## config.mk

```make
export PLATFORM = sky130hd
export DESIGN_NAME = hd_trace_logger
export DESIGN_NICKNAME = d
export VERILOG_FILES = /design/src/rtl/hd_trace_pkg.sv /design/src/rtl/popcount64.sv /design/src/rtl/hd_trace_logger.sv
export SDC_FILE = /design/constraint.sdc
export NUM_CORES = 1
export LEC_CHECK = 0
export ABC_AREA = 1
export CORE_MARGIN = 1.5
export CORE_UTILIZATION = 55
export DETAILED_ROUTE_END_ITERATION = 8
export PLACE_DENSITY = 0.76
export SYNTH_ARGS = -nofsm -noshare
export SYNTH_HDL_FRONTEND = slang
export SYNTH_SLANG_ARGS = --single-unit
```

## constraint.sdc

```tcl
create_clock -name clk -period 11.4 [get_ports clk]
set_input_delay 1.71 -clock clk [delete_from_list [all_inputs] [get_ports clk]]
set_output_delay 1.71 -clock clk [all_outputs]
set_load 0.02 [all_outputs]
```

## src/rtl/hd_trace_pkg.sv

```systemverilog
// Shared constants, FSM states and the per-round record layout for the
// Hamming-distance trace logger.
package hd_trace_pkg;
  localparam int WIDTH = 64;
  localparam int DEPTH = 8;
  localparam int CW    = 7;
  localparam int IW    = $clog2(DEPTH);
  localparam int SW    = 10;

  typedef enum logic [1:0] {IDLE, CAPTURE, DRAIN} state_t;

  typedef struct packed {
    logic [IW-1:0] idx;
    logic [CW-1:0] hw;
    logic [CW-1:0] hd;
  } rec_t;
endpackage

```

## src/rtl/popcount64.sv

```systemverilog
// Combinational 64-bit population count built as a balanced adder tree.
module popcount64
  import hd_trace_pkg::*;
(
  input  logic [63:0]   data,
  output logic [CW-1:0] cnt
);
  logic [1:0] l1 [32];
  logic [2:0] l2 [16];
  logic [3:0] l3 [8];
  logic [4:0] l4 [4];
  logic [5:0] l5 [2];

  // Each level is one bit wider than its children, so no sum can overflow.
  always_comb begin
    for (int i = 0; i < 32; i++) l1[i] = {1'b0, data[2*i]} + {1'b0, data[2*i+1]};
    for (int i = 0; i < 16; i++) l2[i] = {1'b0, l1[2*i]} + {1'b0, l1[2*i+1]};
    for (int i = 0; i < 8; i++)  l3[i] = {1'b0, l2[2*i]} + {1'b0, l2[2*i+1]};
    for (int i = 0; i < 4; i++)  l4[i] = {1'b0, l3[2*i]} + {1'b0, l3[2*i+1]};
    for (int i = 0; i < 2; i++)  l5[i] = {1'b0, l4[2*i]} + {1'b0, l4[2*i+1]};
    cnt = {1'b0, l5[0]} + {1'b0, l5[1]};
  end
endmodule

```

## src/rtl/hd_trace_logger.sv

```systemverilog
// Captures one trace of per-round HW/HD records from the exponentiation
// datapath and drains them over a ready/valid port.
module hd_trace_logger #(
  parameter int WIDTH = hd_trace_pkg::WIDTH,
  parameter int DEPTH = hd_trace_pkg::DEPTH,
  parameter int CW    = hd_trace_pkg::CW
) (
  input  logic             clk,
  input  logic             rst,
  input  logic             start,
  input  logic             in_valid,
  input  logic [WIDTH-1:0] in_data,
  input  logic             in_last,
  output logic             out_valid,
  input  logic             out_ready,
  output logic [2:0]       out_idx,
  output logic [CW-1:0]    out_hw,
  output logic [CW-1:0]    out_hd,
  output logic             out_last,
  output logic [9:0]       sum_hd,
  output logic             busy,
  output logic             overflow
);
  import hd_trace_pkg::*;

  localparam int PW = $clog2(DEPTH) + 1;

  state_t           state;
  rec_t             rec_buf [DEPTH];
  rec_t             rd_rec;
  logic [WIDTH-1:0] prev;
  logic [PW-1:0]    wr_ptr, rd_ptr;
  logic [CW-1:0]    cnt_hw, cnt_hd;
  logic             last_rec;

  popcount64 u_pc_hw (.data(in_data),        .cnt(cnt_hw));
  popcount64 u_pc_hd (.data(in_data ^ prev), .cnt(cnt_hd));

  assign rd_rec   = rec_buf[rd_ptr[IW-1:0]];
  assign last_rec = (rd_ptr == wr_ptr - PW'(1));

  // Outputs are zero outside DRAIN so stale records never leak out.
  assign out_idx  = out_valid ? rd_rec.idx : '0;
  assign out_hw   = out_valid ? rd_rec.hw  : '0;
  assign out_hd   = out_valid ? rd_rec.hd  : '0;
  assign out_last = out_valid & last_rec;

  always_ff @(posedge clk or posedge rst) begin
    if (rst) begin
      state     <= IDLE;
      busy      <= 1'b0;
      out_valid <= 1'b0;
      prev      <= WIDTH'(1);
      wr_ptr    <= '0;
      rd_ptr    <= '0;
      sum_hd    <= '0;
      overflow  <= 1'b0;
      for (int i = 0; i < DEPTH; i++) rec_buf[i] <= '0;
    end else if (start) begin
      // Start wins over everything, including a coincident sample.
      state     <= CAPTURE;
      busy      <= 1'b1;
      out_valid <= 1'b0;
      prev      <= WIDTH'(1);
      wr_ptr    <= '0;
      rd_ptr    <= '0;
      sum_hd    <= '0;
      overflow  <= 1'b0;
    end else begin
      case (state)
        CAPTURE: if (in_valid) begin
          rec_buf[wr_ptr[IW-1:0]] <= '{idx: wr_ptr[IW-1:0], hw: cnt_hw, hd: cnt_hd};
          prev   <= in_data;
          sum_hd <= sum_hd + 10'(cnt_hd);
          wr_ptr <= wr_ptr + PW'(1);
          if (in_last || wr_ptr == PW'(DEPTH - 1)) begin
            state     <= DRAIN;
            out_valid <= 1'b1;
          end
        end
        DRAIN: begin
          if (in_valid) overflow <= 1'b1;
          if (out_ready) begin
            rd_ptr <= rd_ptr + PW'(1);
            if (last_rec) begin
              state     <= IDLE;
              busy      <= 1'b0;
              out_valid <= 1'b0;
            end
          end
        end
        default: ;
      endcase
    end
  end
endmodule

```

==> run metrics, run 1 <==
Clock Latency Late Sink ~0.54 ns; largest net degree at the start of global routing between 100 and 150; Yosys warning count 0; CP Capture Type flip-flop; Fillers around 2000; status finished clean; Critical Path End sum_hd[9]$_DFFE_PP0P_; Post-Synth Adder-Cell Area 0.196; simple-gate area share of the yosys netlist 0.118; gpl congestion ~0.85; Hold Fails Final Rpt 0; routed len/inst around 17 um; first-pass GRT wire length around 53 mm; clk slew on worst S/H paths 0.06 ns; Mapped Cells approximately 1400; CTS buffer count 25; predominant post-synthesis flop cell dfrtp_1; Seq/Total Area, Yosys 0.404; Slew Viols, Final 0; setup_tns 0 ns; Core Util, Final 0.644; Post-synth EDFFs 0; Die ar. 0.0259 mm^2; starting density of the core 0.563; nets@finish between 1500 and 2000; Rel. slew slack 0.268; Vias between 10000 and 15000; CP max stage cell a21oi_1; Die Span Y about 160 um; worst slew pin tran about 1.1 ns; Non-Filler Instances between 1500 and 2000; row count 57; CP arrival between 9 and 10 ns; largest family of logic cells by synthesized area adder cells; post-synthesis xor/xnor area fraction 0.0478; Synth Register Bits between 200 and 250; Remaining DRCs 0; footprint of the multi-input gates 0.00703 mm^2; vias in the first global route 10300; delay of the slowest critical-path stage ~0.61 ns; initial antenna violation count 4; core area roughly 0.024 mm^2; Setup Fix Bufs, Post-CTS 0; skew final between 0.008 and 0.009 ns; Num Clock Sinks 222; post-route ant nets 0; Layout area overhead 14.3%; r2r endpoint sum_hd[9]$_DFFE_PP0P_; CP dominant cell by count fa_1; worst r2r path cells 31; vias per cell ~5.5; clock buffer depth 3; Crit. Startpoint in_data[53]; Max Cap Viol 0; final worst path period share 0.805; RSZ-0062 raised after global routing no; PostCTS Resize Cnt 0; mux cell area share after synthesis 0; Achievable Freq approximately 110 MHz; I/O pin total a little over 100; crit path launch type primary input; Seq. cell area between 0.005 and 0.006 mm^2; dpl hpwl 21.5 mm; setup violators final 0; hold_ws ~0.45 ns; TritonRoute pass-1 iters 9; Reg-to-Reg Start prev[53]$_DFFE_PP0P_; total grt overflow 0; commonest non-fill, non-tap cells in the layout nand2_1 (221), dfrtp_1 (220), inv_1 (191); Async SR Flop Fraction 1.00; hold crit path type flip-flop to flip-flop; Compound-Gate Fraction of Synth Area 0.150; Mean Syn Cell Area between 9 and 10 um^2; Die Wd between 150 and 200 um; htree depth 1; DRT iter0 DRCs slightly below 800; synth unique cells 44; Mapped Nets about 1600; crit path kind primary input to flip-flop; required time of the critical path 11.83 ns; cts hold-fix bufs 0; Critical Path Fanout Max 9; Port-buffer cells 100; All-Layer GR Usage 0.256; mapped cell area 0.0137 mm^2; most common cell after layout, fill and taps aside nand2_1; Clock Tree Root clkbuf_16; fin crit period slightly above 9 ns; Inst Count DP roughly 1800; Reg2Reg Setup Slack approximately 3.5 ns; CTS tree done; WL final 32.0 mm; layout cell share with drive strength beyond 1 0.0814
[how the worst min path moves through the flow]
stage,from,end,slack [ns],depth (start not counted)
after detailed placement,rec_buf[50]$_DFFE_PP0P_,rec_buf[50]$_DFFE_PP0P_,0.44,2
after global routing,rec_buf[50]$_DFFE_PP0P_,rec_buf[50]$_DFFE_PP0P_,0.48,2
final,rec_buf[33]$_DFFE_PP0P_,rec_buf[33]$_DFFE_PP0P_,0.45,2
after floorplan,rec_buf[32]$_DFFE_PP0P_,rec_buf[32]$_DFFE_PP0P_,0.42,2
after global placement,rec_buf[33]$_DFFE_PP0P_,rec_buf[33]$_DFFE_PP0P_,0.44,2
after CTS,rec_buf[50]$_DFFE_PP0P_,rec_buf[50]$_DFFE_PP0P_,0.45,2
[cell families (layout without fill, tap and decap cells)]
kind of cell	after synthesis	count (layout)
AND/OR/NAND/NOR	366	366
other	0	2
buffers and inverters	265	357
AO/OA/AOI/OAI	341	341
XOR/XNOR	75	75
flip-flops	222	222
adder cells (fa/ha/maj)	150	150
[registers in the layout, indices dropped and copies added, names as in the netlist]
| register | flops |
|---|---|
| rec_buf | 136 |
| prev | 64 |
| busy | 1 |
| rd_ptr | 4 |
| state | 2 |
| sum_hd | 10 |
| overflow | 1 |
| wr_ptr | 4 |
[metal layers]
layer | track usage | share of wire
met1 | 0.336 | 0.42
met2 | 0.430 | 0.48
met3 | 0.0501 | 0.063
met4 | 0.0846 | 0.030
met5 | 0 | 0.00044
[Yosys cell counts (2+ instances only)]
cell type | n | area share
inv_4 | 3 | 0.0014
o22ai_1 | 20 | 0.0091
dfrtp_1 | 221 | 0.40
buf_1 | 2 | 0.00055
nand4_1 | 7 | 0.0032
or2_2 | 7 | 0.0032
o21ai_0 | 136 | 0.050
xnor2_1 | 35 | 0.022
o21ai_1 | 43 | 0.016
nor2_8 | 6 | 0.0087
buf_4 | 4 | 0.0022
nor2_4 | 3 | 0.0025
a21oi_1 | 44 | 0.016
nand2_1 | 221 | 0.060
xor2_1 | 40 | 0.025
o21ai_2 | 35 | 0.022
ha_1 | 41 | 0.037
inv_1 | 192 | 0.052
nand2_2 | 2 | 0.00091
a31oi_1 | 14 | 0.0064
o211ai_1 | 5 | 0.0027
buf_2 | 14 | 0.0051
nand3_1 | 26 | 0.0095
nor2_1 | 84 | 0.023
a22o_1 | 40 | 0.025
inv_2 | 8 | 0.0022
nand2_4 | 2 | 0.0016
clkbuf_1 | 26 | 0.0071
fa_1 | 109 | 0.16
buf_6 | 15 | 0.012
[metrics by stage]
step / worst slack [ns] / cell area [um^2]
after global placement: 1.85 / 14800
after floorplan: 2.91 / 13700
after global routing: 1.84 / 15700
after CTS: 2.26 / 15700
after detailed placement: 1.76 / 14800
final: 2.23 / 15700
[critical path, delay by kind of cell]
family	cells	cell delay (ns)
AO/OA/AOI/OAI	2	0.76
XOR/XNOR	1	0.12
adder cells (fa/ha/maj)	11	5.20
buffers and inverters	8	1.02
AND/OR/NAND/NOR	10	0.79
[layout make-up]
cell class / instances / area share
Inverter: 204 / 0.0502
Tap cell: 324 / 0.0258
Multi-Input combinational cell: 932 / 0.447
Antenna cell: 2 / 0.000319
Timing Repair Buffer: 107 / 0.0671
Sequential cell: 222 / 0.354
Clock buffer: 30 / 0.0423
Clock inverter: 16 / 0.0131
Power of run 1 is left out: the tool's default activity adds up to more than one toggle a clock period on the data nets, which glitch-free logic cannot reach.
==> run 2, diff against run 1 <==
Clock period 11.4 ns to 8.95 ns, I/O delays scaled along.
==> run 2 against run 1 <==
  * Non-clock buffer count increased by 5
  * Routed wire length decreased by 0.62%
  * Count of clock-buffer cells in the layout increased by 6
  * Die area unchanged
  * Sequential share of layout area increased by 0.068 points
  * Cell count increased by 0.16%
  * Register-to-register slack got worse by 2.0 ns
  * Critical path type unchanged
  * Critical endpoint is now sum_hd[5]$_DFFE_PP0P_
==> run metrics, run 2 (synthesized netlist as in run 1, its figures left out) <==
worst slew pin tran 1.15 ns (was 1.10 ns); Achievable Freq between 100 and 150 MHz; CTS tree done (unchanged); r2r endpoint sum_hd[5]$_DFFE_PP0P_ (was sum_hd[9]$_DFFE_PP0P_); starting density of the core 0.563 (unchanged); fin crit period 8.29 ns; vias per cell 5.49 (was 5.47); worst r2r path cells 29 (was 31); skew final 0.00801 ns (was 0.00808 ns); cts hold-fix bufs 0 (unchanged); Critical Path Fanout Max 6 (was 9); vias in the first global route 10400 (was 10300); hold_ws 0.452 ns (about the same); post-route ant nets 0 (unchanged); status finished clean (unchanged); dpl hpwl 21.4 mm (was 21.5 mm); Hold Startpoint rec_buf[116]$_DFFE_PP0P_ (was rec_buf[33]$_DFFE_PP0P_); routed len/inst 17.3 um (was 17.4 um); Slew Viols, Final 0 (unchanged); most flop-heavy register rec_buf (unchanged); CP Capture Type flip-flop (unchanged); footprint of the multi-input gates 0.00703 mm^2 (unchanged); Die ar. 0.0259 mm^2 (unchanged); total grt overflow 0 (unchanged); crit path launch type primary input (unchanged); required time of the critical path 9.37 ns (was 11.83 ns); Hold Fails Final Rpt 0 (unchanged); hold crit path type flip-flop to flip-flop (unchanged); Setup Fix Bufs, Post-CTS 0 (unchanged); row count 57 (unchanged); commonest non-fill, non-tap cells in the layout nand2_1 (221), dfrtp_1 (220), inv_1 (191) (unchanged); Reg-to-Reg Start prev[33]$_DFFE_PP0P_ (was prev[53]$_DFFE_PP0P_); core area 0.0244 mm^2 (unchanged); RSZ-0062 raised after global routing no (unchanged); clk slew on worst S/H paths 0.06 ns (about the same); DRT iter0 DRCs 747 (was 783); Remaining DRCs 0 (unchanged); Num Clock Sinks 222 (unchanged); Die Wd 161 um (unchanged); clock buffer depth 3 (unchanged); Rel. slew slack 0.236 (was 0.268); setup_tns 0 ns (unchanged); first-pass GRT wire length 53.0 mm (was 52.7 mm); most common cell after layout, fill and taps aside nand2_1 (unchanged); Min-Delay Endpoint rec_buf[116]$_DFFE_PP0P_ (was rec_buf[33]$_DFFE_PP0P_); final worst path period share 0.927; Reg2Reg Setup Slack 1.57 ns (was 3.53 ns); gpl congestion 0.843 (was 0.852); Clock Tree Root clkbuf_16 (unchanged); delay of the slowest critical-path stage 0.57 ns (was 0.61 ns); Port-buffer cells 100 (unchanged); initial antenna violation count 3 (was 4); CP arrival 8.72 ns (was 9.61 ns); htree depth 1 (unchanged); Layout area overhead 14.1% (was 14.3%); Clock Latency Late Sink 0.54 ns (about the same); Seq. cell area 0.00556 mm^2 (unchanged); PostCTS Resize Cnt 0 (unchanged); largest net degree at the start of global routing 88 (was 101); CP max stage cell fa_1 (was a21oi_1); WL final 31.9 mm (was 32.0 mm); All-Layer GR Usage 0.257 (was 0.256); max reg flops 136 (unchanged); CP dominant cell by count fa_1 (unchanged); layout cell share with drive strength beyond 1 0.0818 (was 0.0814); crit path kind primary input to flip-flop (unchanged); Max Cap Viol 0 (unchanged); Vias 10100 (about the same); Die Span Y 161 um (unchanged); I/O pin total 101 (unchanged); Fillers 2011 (was 2001); CTS buffer count 25 (unchanged); TritonRoute pass-1 iters 6 (was 9); nets@finish 1717 (was 1712); hold path cells 2 (unchanged); Regs by FF count rec_buf x136, prev x64, sum_hd x10 (unchanged); setup violators final 0 (unchanged)
run 2: changes by cell type in the layout (fill, tap and decap cells not counted), sizes merged:
cell | before | now
clkinv | 10 | 6
diode | 2 | 1
clkbuf | 30 | 36
buf | 7 | 12
bufinv | 4 | 1
run 2: worst max-delay path, delay by kind of cell:
family,cells,cell delay (ns)
AOI/OAI and AO/OA,2,0.27
and+or+nand+nor,8,0.80
buffers and inverters,8,0.90
xor gates and xnor gates,1,0.20
adders and majority gates,11,5.22
run 2: final cells by class:
| cell class | instances | area share |
|---|---|---|
| diodes | 1 | 0.000160 |
| clock inverters | 9 | 0.00559 |
| inverters | 204 | 0.0503 |
| repair buffers | 112 | 0.0696 |
| multi-input cells | 932 | 0.448 |
| well taps | 324 | 0.0259 |
| flip-flops and latches | 222 | 0.354 |
| clock buffers | 36 | 0.0457 |
run 2: layer usage:
layer  wire length [um]  part of all wire  vias up  global-route usage
met5                 28           0.00088        -                   0
met1              13200              0.42     5032               0.327
met3               1830             0.058       57              0.0442
li1                   -                 -     4733                   -
met4                888             0.028        4              0.0804
met2              15900              0.50      280               0.448
run 2: worst max-delay path by stage:
| stage | slack, ns | end | startpoint |
|---|---|---|---|
| CTS | 0.60 | sum_hd[9]$_DFFE_PP0P_ | in_data[33] |
| global route | 0.27 | sum_hd[9]$_DFFE_PP0P_ | in_data[33] |
| floorplan | 0.83 | sum_hd[9]$_DFFE_PP0P_ | in_data[33] |
| detailed placement | 0.08 | sum_hd[5]$_DFFE_PP0P_ | in_data[33] |
| finish | 0.66 | sum_hd[5]$_DFFE_PP0P_ | in_data[33] |
| global placement | 0.27 | sum_hd[9]$_DFFE_PP0P_ | in_data[53] |
run 2: through the flow:
step	instances	setup WS, ns	util	cell area [um^2]
4_1_cts	1839	0.597	0.643	15700
6_report	1840	0.656	0.643	15700
3_5_place_dp	1794	0.0847	0.610	14900
3_3_place_gp	1794	0.268	0.610	14900
2_1_floorplan	1419	0.832	-	13700
5_1_grt	1839	0.271	0.643	15700
Power of run 2 is left out for the same reason.
